**src/rtl/ex_muldiv_seq_if.sv**
```systemverilog
// EX-stage <-> M-extension sequencer handshake: request operands in, stall/done/result out.
interface ex_muldiv_seq_if #(
  parameter int XLEN = 32
);
  logic            md_start;
  logic [2:0]      md_func3;
  logic [XLEN-1:0] md_op_a;
  logic [XLEN-1:0] md_op_b;
  logic            md_flush;
  logic            md_stall;
  logic            md_busy;
  logic            md_done;
  logic [XLEN-1:0] md_result;

  modport master (
    output md_start, md_func3, md_op_a, md_op_b, md_flush,
    input  md_stall, md_busy, md_done, md_result
  );

  modport slave (
    input  md_start, md_func3, md_op_a, md_op_b, md_flush,
    output md_stall, md_busy, md_done, md_result
  );
endinterface

```
**src/rtl/ex_muldiv_seq.sv**
```systemverilog
// Iterative RV32M multiply/divide beside the EX ALU: 32-step shift-add multiply or
// restoring divide on magnitudes, with signs applied at accept and in a FIX cycle.
module ex_muldiv_seq #(
  parameter int XLEN = 32,
  parameter int ITER = 32
) (
  input logic              clk,
  input logic              rst_n,
  ex_muldiv_seq_if.slave   md
);
  localparam int CW = $clog2(ITER);
  localparam logic [2:0] F_MUL = 3'b000, F_MULH = 3'b001, F_MULHSU = 3'b010, F_MULHU = 3'b011,
                         F_DIV = 3'b100, F_DIVU = 3'b101, F_REM = 3'b110, F_REMU = 3'b111;

  typedef enum logic [1:0] {S_IDLE, S_CALC, S_FIX, S_DONE} state_t;

  state_t            state;
  logic [2:0]        f3;
  logic [CW-1:0]     count;
  logic [2*XLEN-1:0] acc;
  logic [XLEN-1:0]   quot, rem, opnd, res_q;
  logic              neg_res, neg_rem, done_q;

  // Accept-side operand conditioning
  logic            sgn_a, sgn_b, div_zero, div_ovf;
  logic [XLEN-1:0] mag_a, mag_b, spec_res;
  always_comb begin
    sgn_a    = (md.md_func3 == F_MULH) | (md.md_func3 == F_MULHSU) |
               (md.md_func3 == F_DIV)  | (md.md_func3 == F_REM);
    sgn_b    = (md.md_func3 == F_MULH) | (md.md_func3 == F_DIV) | (md.md_func3 == F_REM);
    mag_a    = (sgn_a & md.md_op_a[XLEN-1]) ? -md.md_op_a : md.md_op_a;
    mag_b    = (sgn_b & md.md_op_b[XLEN-1]) ? -md.md_op_b : md.md_op_b;
    div_zero = md.md_func3[2] & (md.md_op_b == '0);
    div_ovf  = md.md_func3[2] & ~md.md_func3[0] &
               (md.md_op_a == {1'b1, {(XLEN-1){1'b0}}}) & (md.md_op_b == '1);
    // Overflow quotient equals the dividend itself (most negative value).
    if (md.md_func3[1]) spec_res = div_zero ? md.md_op_a : '0;
    else                spec_res = div_zero ? '1 : md.md_op_a;
  end

  // One iteration of each datapath
  logic [XLEN:0]     add_sum, shl, diff;
  logic [2*XLEN:0]   acc_ext;
  logic [2*XLEN-1:0] acc_nxt, prod_fix;
  logic [XLEN-1:0]   rem_nxt, quot_nxt, fix_res;
  always_comb begin
    add_sum  = {1'b0, acc[2*XLEN-1:XLEN]} + {1'b0, opnd};
    acc_ext  = acc[0] ? {add_sum, acc[XLEN-1:0]} : {1'b0, acc};
    acc_nxt  = acc_ext[2*XLEN:1];
    shl      = {rem, quot[XLEN-1]};
    diff     = shl - {1'b0, opnd};
    rem_nxt  = diff[XLEN] ? shl[XLEN-1:0] : diff[XLEN-1:0];
    quot_nxt = {quot[XLEN-2:0], ~diff[XLEN]};
    prod_fix = neg_res ? -acc : acc;
    case (f3)
      F_MUL:                    fix_res = prod_fix[XLEN-1:0];
      F_MULH, F_MULHSU, F_MULHU: fix_res = prod_fix[2*XLEN-1:XLEN];
      F_DIV, F_DIVU:            fix_res = neg_res ? -quot : quot;
      default:                  fix_res = neg_rem ? -rem : rem;
    endcase
  end

  always_ff @(posedge clk or negedge rst_n) begin
    if (!rst_n) begin
      state   <= S_IDLE;
      f3      <= '0;
      count   <= '0;
      acc     <= '0;
      quot    <= '0;
      rem     <= '0;
      opnd    <= '0;
      res_q   <= '0;
      neg_res <= 1'b0;
      neg_rem <= 1'b0;
      done_q  <= 1'b0;
    end else if (md.md_flush) begin
      state  <= S_IDLE;
      done_q <= 1'b0;
    end else begin
      case (state)
        S_IDLE: begin
          done_q <= 1'b0;
          if (md.md_start) begin
            f3      <= md.md_func3;
            count   <= '0;
            neg_res <= (sgn_a & md.md_op_a[XLEN-1]) ^ (sgn_b & md.md_op_b[XLEN-1]);
            neg_rem <= sgn_a & md.md_op_a[XLEN-1];
            if (md.md_func3[2]) begin
              quot <= mag_a;
              rem  <= '0;
              opnd <= mag_b;
              acc  <= '0;
            end else begin
              acc  <= {{XLEN{1'b0}}, mag_b};
              opnd <= mag_a;
              quot <= '0;
              rem  <= '0;
            end
            if (div_zero | div_ovf) begin
              res_q  <= spec_res;
              done_q <= 1'b1;
              state  <= S_DONE;
            end else begin
              state <= S_CALC;
            end
          end
        end
        S_CALC: begin
          if (f3[2]) begin
            rem  <= rem_nxt;
            quot <= quot_nxt;
          end else begin
            acc <= acc_nxt;
          end
          count <= count + 1'b1;
          if (count == CW'(ITER-1)) state <= S_FIX;
        end
        S_FIX: begin
          res_q  <= fix_res;
          done_q <= 1'b1;
          state  <= S_DONE;
        end
        default: begin
          done_q <= 1'b0;
          state  <= S_IDLE;
        end
      endcase
    end
  end

  // Flush kills stall and done in the same cycle; reset must also hold stall low.
  assign md.md_stall  = rst_n & ~md.md_flush &
                        (((state == S_IDLE) & md.md_start) | (state == S_CALC) | (state == S_FIX));
  assign md.md_busy   = (state != S_IDLE);
  assign md.md_done   = done_q & ~md.md_flush;
  assign md.md_result = res_q;
endmodule

```
**src/flat_wrapper.sv**
```systemverilog
// flat-port wrapper written by rule: the top's interface ports become plain ports
module ex_muldiv_seq_flat 
#(
  parameter int XLEN = 32,
  parameter int ITER = 32
)
  (clk, rst_n, md_md_start, md_md_func3, md_md_op_a, md_md_op_b, md_md_flush, md_md_stall, md_md_busy, md_md_done, md_md_result);
  ex_muldiv_seq_if #(.XLEN(XLEN)) md_i ();
  input logic clk;
  input logic rst_n;
  input wire logic [$bits(md_i.md_start)-1:0] md_md_start;
  input wire logic [$bits(md_i.md_func3)-1:0] md_md_func3;
  input wire logic [$bits(md_i.md_op_a)-1:0] md_md_op_a;
  input wire logic [$bits(md_i.md_op_b)-1:0] md_md_op_b;
  input wire logic [$bits(md_i.md_flush)-1:0] md_md_flush;
  output wire logic [$bits(md_i.md_stall)-1:0] md_md_stall;
  output wire logic [$bits(md_i.md_busy)-1:0] md_md_busy;
  output wire logic [$bits(md_i.md_done)-1:0] md_md_done;
  output wire logic [$bits(md_i.md_result)-1:0] md_md_result;
  assign md_i.md_start = md_md_start;
  assign md_i.md_func3 = md_md_func3;
  assign md_i.md_op_a = md_md_op_a;
  assign md_i.md_op_b = md_md_op_b;
  assign md_i.md_flush = md_md_flush;
  assign md_md_stall = md_i.md_stall;
  assign md_md_busy = md_i.md_busy;
  assign md_md_done = md_i.md_done;
  assign md_md_result = md_i.md_result;
  ex_muldiv_seq #(.XLEN(XLEN), .ITER(ITER)) u_core (.clk(clk), .rst_n(rst_n), .md(md_i));
endmodule
```
**config.mk**
```make
export PLATFORM = sky130hd
export DESIGN_NAME = ex_muldiv_seq_flat
export DESIGN_NICKNAME = d
export VERILOG_FILES = /design/src/rtl/ex_muldiv_seq_if.sv /design/src/rtl/ex_muldiv_seq.sv /design/src/flat_wrapper.sv
export SDC_FILE = /design/constraint.sdc
export NUM_CORES = 1
export LEC_CHECK = 0
export ABC_AREA = 1
export CAP_MARGIN = 20
export CORE_ASPECT_RATIO = 1.75
export CORE_UTILIZATION = 60
export DETAILED_ROUTE_END_ITERATION = 8
export GPL_TIMING_DRIVEN = 0
export PLACE_DENSITY = 0.8
export SLEW_MARGIN = 0
export SYNTH_ARGS = -nofsm -noshare
export SYNTH_HDL_FRONTEND = slang
export SYNTH_SLANG_ARGS = --single-unit
```
**constraint.sdc**
```tcl
create_clock -name clk -period 2.9 [get_ports clk]
set_input_delay 0.58 -clock clk [delete_from_list [all_inputs] [get_ports clk]]
set_output_delay 0.58 -clock clk [all_outputs]
set_load 0.02 [all_outputs]
```
==> qor.txt, run 1 <==
Adder-cell share of the synthesized area: 4.828%
Cell Area, Synth: 0.02052 mm2
Post-Synth XOR/XNOR Area: 3.755%
Pre-CTS WS: -1310 ps
Vias in the first global route: 28,870
FFs w/ async S/R, synth: 100.0%
CTS sink count: 205
Global-route wire length before repair: 199,700 um
Compound-Gate Fraction of Synth Area: 19.76%
Fail Step: global routing
CTS buffer count: 22
GRT overflow: 437
Syn avg cell area: 6.077 um2
H-tree depth: 1
Error message: [ERROR GRT-0116] Global routing finished with congestion. Check the congestion regions in the DRC Viewer.
Post-DP HPWL: 83,910 um
DP Cell Count: 3,936
Gpl congestion: 1.251
Synth warnings: 0
# IOs: 106
Synthesized flop and latch total: 205
GRT Overall Usage: 75.64%
Deepest clock path buffer count: 3
Die height: 246.7 um
Die Wd: 141.8 um
Status: aborted with a tool error
Buffers on Ports: 103
Mux cell area share after synthesis: 0.04877%
Root Buffer Master: clkbuf_16
Gate Count Post-Synth: 3,377
EDFF count, synth: 0
Syn_nets: 3,526
Sequential-to-total area share from yosys stat: 25.00%
Largest net degree at the start of global routing: 86
Post-synth cell types: 52
Rows: 89
Synth Flop Type: dfrtp_1
Initial Utilization: 60.83%
Post-Synth Simple-Gate Area: 37.06%
Largest family of logic cells by synthesized area: simple AND/OR/NAND/NOR gates
cells in the mapped netlist, drive strengths merged (2+ instances only):
library cell | n | area share (%)
nand2 | 949 | 17
nor2 | 396 | 7.7
inv | 374 | 6.8
nand3 | 310 | 7.6
a21oi | 276 | 6.8
o21ai | 255 | 6.3
dfrtp | 205 | 25
ha | 76 | 4.6
nand4 | 61 | 1.9
clkbuf | 58 | 1.1
xor2 | 57 | 2.4
buf | 54 | 1.5
nor3 | 45 | 1.1
a22oi | 43 | 1.6
o211ai | 33 | 1.2
o21bai | 32 | 1.2
xnor2 | 31 | 1.3
o221ai | 29 | 1.2
nand3b | 17 | 0.62
o21a | 12 | 0.44
or2 | 9 | 0.27
o22ai | 8 | 0.24
nor4 | 7 | 0.21
clkinv | 6 | 0.11
a2bb2oi | 5 | 0.21
a21boi | 4 | 0.15
a31oi | 4 | 0.12
nor3b | 4 | 0.15
a21o | 3 | 0.11
and3 | 3 | 0.091
a22o | 2 | 0.085
and2 | 2 | 0.061
fa | 2 | 0.20
through the flow:
| step | util (%) | cell area [um2] | TNS, ps | hold slack, ps |
|---|---|---|---|---|
| after floorplan | - | 20520 | 0 | 284.4 |
| after global placement | 65.57 | 22120 | -1541110 | 467.1 |
| after detailed placement | 65.67 | 22160 | -54130 | 472.1 |
| after CTS | 68.55 | 23130 | -36.65 | 69.02 |
layer usage:
metal	overflow	global-route usage (%)
met5	2	13.16
met3	9	59.18
met2	254	97.13
met4	169	79.98
met1	3	71.40
what timing repair did:
action                                  CTS
gates cloned                              1
buffers inserted                          4
pin swaps                                 7
hold buffers                              0
gates resized for setup                  46
hold endpoints to repair                  0
endpoints found under the setup margin   75
kinds of logic after synthesis:
logic type,Yosys count
muxes,1
xor gates and xnor gates,88
and+or+nand+nor,1804
adders and majority gates,78
DFF,205
AOI/OAI and AO/OA,709
buffers and inverters,492
==> run 2: changes to the inputs <==
--- a/config.mk
+++ b/config.mk
@@ -7,11 +7,10 @@
 export LEC_CHECK = 0
 export ABC_AREA = 1
 export CAP_MARGIN = 20
-export CORE_ASPECT_RATIO = 1.75
-export CORE_UTILIZATION = 60
+export CORE_UTILIZATION = 40
 export DETAILED_ROUTE_END_ITERATION = 8
 export GPL_TIMING_DRIVEN = 0
-export PLACE_DENSITY = 0.8
+export PLACE_DENSITY_LB_ADDON = 0.15
 export SLEW_MARGIN = 0
 export SYNTH_ARGS = -nofsm -noshare
 export SYNTH_HDL_FRONTEND = slang
==> qor.txt, run 2 <==
Net count, final: 3,676
Crit path kind: register to register
Startpoint Class: register
GRT overflow: 0
Cell Area, Synth: 0.02052 mm2
Pint: 11,020 uW
Deepest clock path buffer count: 3
Synth Flop Type: dfrtp_1
Pre-CTS WS: -1436 ps
Post-synth cell types: 52
Synth top area share: 25.00%
Compound-Gate Fraction of Synth Area: 19.76%
1st-pass router iterations: 6
Fin. Hold Viols: 4
Post-Synth Simple-Gate Area: 37.06%
Synthesized flop and latch total: 205
Slew Viols, Final: 0
Setup ws final: -126.9 ps
Vias: 24,980
Worst skew pair latency: 610 ps
Die Wd: 228.5 um
Relative slew slack: 36.11%
Status: finished, violations left
Fmax: 0.3304 GHz
Largest net degree at the start of global routing: 73
Syn avg cell area: 6.077 um2
Synth area leader: dfrtp_1
Gate Count Post-Synth: 3,377
H-tree depth: 1
Vias per std cell: 5.916
Max reg flops: 64
Final wirelength: 110,200 um
Avg WL per Cell: 26.08 um
Fin area: 0.02406 mm2
GRT Overall Usage: 41.35%
Max incr delay on CP: 580 ps
Initial Utilization: 40.74%
Combinational Power Share: 62.5%
Total Power: 25,460 uW
CP endpoint kind: register
CP top delay family: buffers and inverters
Switching share of power: 56.70%
Mux cell area share after synthesis: 0.04877%
Slew @ Worst Pin: 958.4 ps
Remaining DRCs: 0
EDFF count, synth: 0
Root Buffer Master: clkbuf_16
Failing checks: hold timing, setup timing
Hold WC Path Type: input port to asynchronous set/reset pin
Clock share of power: 16.1%
Critical path buffer and inverter count: 3
DIE AREA: 0.05222 mm2
Hold WS: -11.67 ps
# IOs: 106
Final Setup Violations: 2
Die height: 228.5 um
Post-Synth XOR/XNOR Area: 3.755%
Seq pwr share: 21.4%
Crit Path Max Fanout: 10
Rows: 82
Commonest cells post-synth: nand2_1, nor2_1, inv_1, nand3_1, a21oi_1
Adder-cell share of the synthesized area: 4.828%
Most numerous cell in the Yosys netlist: nand2_1
Share of layout cells above drive strength 1: 6.227%
Synth warnings: 0
CTS tree: done
Setup TNS: -167.9 ps
Slowest CP cell: o21ai_0
Worst clock skew: 17.05 ps
Initial antenna violation count: 8
Area Overhead vs Synth: 17.23%
Vias in the first global route: 23,170
Final Cycle Share: 104.4%
Most frequent cells in the layout: nand2_1, nor2_1, inv_1
Max Cap Viol: 0
Largest family of logic cells by synthesized area: simple AND/OR/NAND/NOR gates
Most flop-heavy register: u_core.acc
Data required, critical path: 3390 ps
FFs w/ async S/R, synth: 100.0%
Core Region: 0.05038 mm2
Leak: 0.01154 uW
CTS sink count: 205
Sequential-to-total area share from yosys stat: 25.00%
Arrival time at the worst endpoint: 3520 ps
Psw: 14,430 uW
CP Cell Sequence: buf_2 > buf_2 > buf_2 > nand2_1 > o21ai_0 > nand4_1 > nand2_1 > nand2_1
Pwr dens: 1058 mW/mm2
Clock period minus worst slack: 3027 ps
Gpl congestion: 1.100
Max VDD drop: 515.9 uV
Post-route ant nets: 0
Global-route wire length before repair: 158,600 um
Buffers on Ports: 103
Commonest non-fill, non-tap cell in the layout: nand2_1
Post-DP HPWL: 91,090 um
Area of placed instances: 0.02246 mm2
Syn_nets: 3,526
CTS buffer count: 30
Synth area leaders: dfrtp_1, nand2_1, nand3_1
Starting DRC count in detailed routing: 2,928
Clk pin slew, worst setup/hold paths: 60 ps
run 2: cell counts after synthesis:
No cell type changed its count.
run 2: per-layer routing:
metal	global-route usage, %	vias to the layer above	share of wire [%]
li1	-	11550	-
met1	54.41	11850	41
met2	64.30	1297	43
met3	7.822	266	9.6
met4	21.43	14	6.1
met5	0	-	0.085
run 2: per-stage QoR:
| step | utilization, % | hold WS (ps) | cells |
|---|---|---|---|
| 2_1_floorplan | - | 284.4 | 3377 |
| 3_3_place_gp | 44.46 | 466.7 | 4152 |
| 3_5_place_dp | 44.58 | 464.5 | 4154 |
| 4_1_cts | 47.37 | 6.107 | 4214 |
| 5_1_grt | 47.75 | 14.77 | 4221 |
| 6_report | 47.76 | -11.67 | 4223 |
run 2: final timing paths:
path,depth (start not counted),start,endpoint,slack [ps]
worst max-delay path,8,u_core.neg_res$_DFFE_PN0P_,u_core.md.md_result[3]$_DFFE_PN0P_,-130
worst min register to register,2,u_core.md.md_result[13]$_DFFE_PN0P_,u_core.md.md_result[13]$_DFFE_PN0P_,480
worst min-delay path,2,rst_n,u_core.acc[38]$_DFFE_PN0P_,-10
worst max register to register,8,u_core.neg_res$_DFFE_PN0P_,u_core.md.md_result[3]$_DFFE_PN0P_,-130
min in group clk,2,u_core.md.md_result[13]$_DFFE_PN0P_,u_core.md.md_result[13]$_DFFE_PN0P_,480
max in group asynchronous,3,rst_n,u_core.acc[57]$_DFFE_PN0P_,2100
run 2: timing repair:
action / 4_1_cts / 5_1_grt
buffers inserted: 4 / 7
setup endpoints to repair: 61 / 88
hold buffers: 3 / 0
gates cloned: 1 / 0
resized for setup: 58 / 47
hold endpoints to repair: 56 / 0
pin swaps: 6 / 11
run 2: layout make-up:
cell class	instances	area [um2]
antenna	2	5.005
buffer	110	589.3
clock buffer	38	840.8
clock inverter	16	239.0
fill	5481	26320
inverter	380	1438
multi-input combinational	2680	13670
sequential	205	5135
tap	672	840.8
timing repair buffer	120	1300
run 2: kinds of logic (layout without fill, tap and decap cells):
logic type / Yosys count / count (layout)
adder cells (fa/ha/maj): 78 / 78
AO/OA/AOI/OAI: 709 / 709
AND/OR/NAND/NOR: 1804 / 1804
flip-flops: 205 / 205
multiplexers: 1 / 1
other: 0 / 2
buffers and inverters: 492 / 664
XOR/XNOR: 88 / 88
run 2: power by group through the flow:
stage               registers (uW)  clock network (uW)  logic [uW]
global placement              5400                   0       15000
CTS                           5350                4110       15200
floorplan                     4950                   0        9160
global route                  5500                4220       17100
finish                        5450                4110       15900
detailed placement            5370                   0       14900
(Power assumes the default switching activity.)
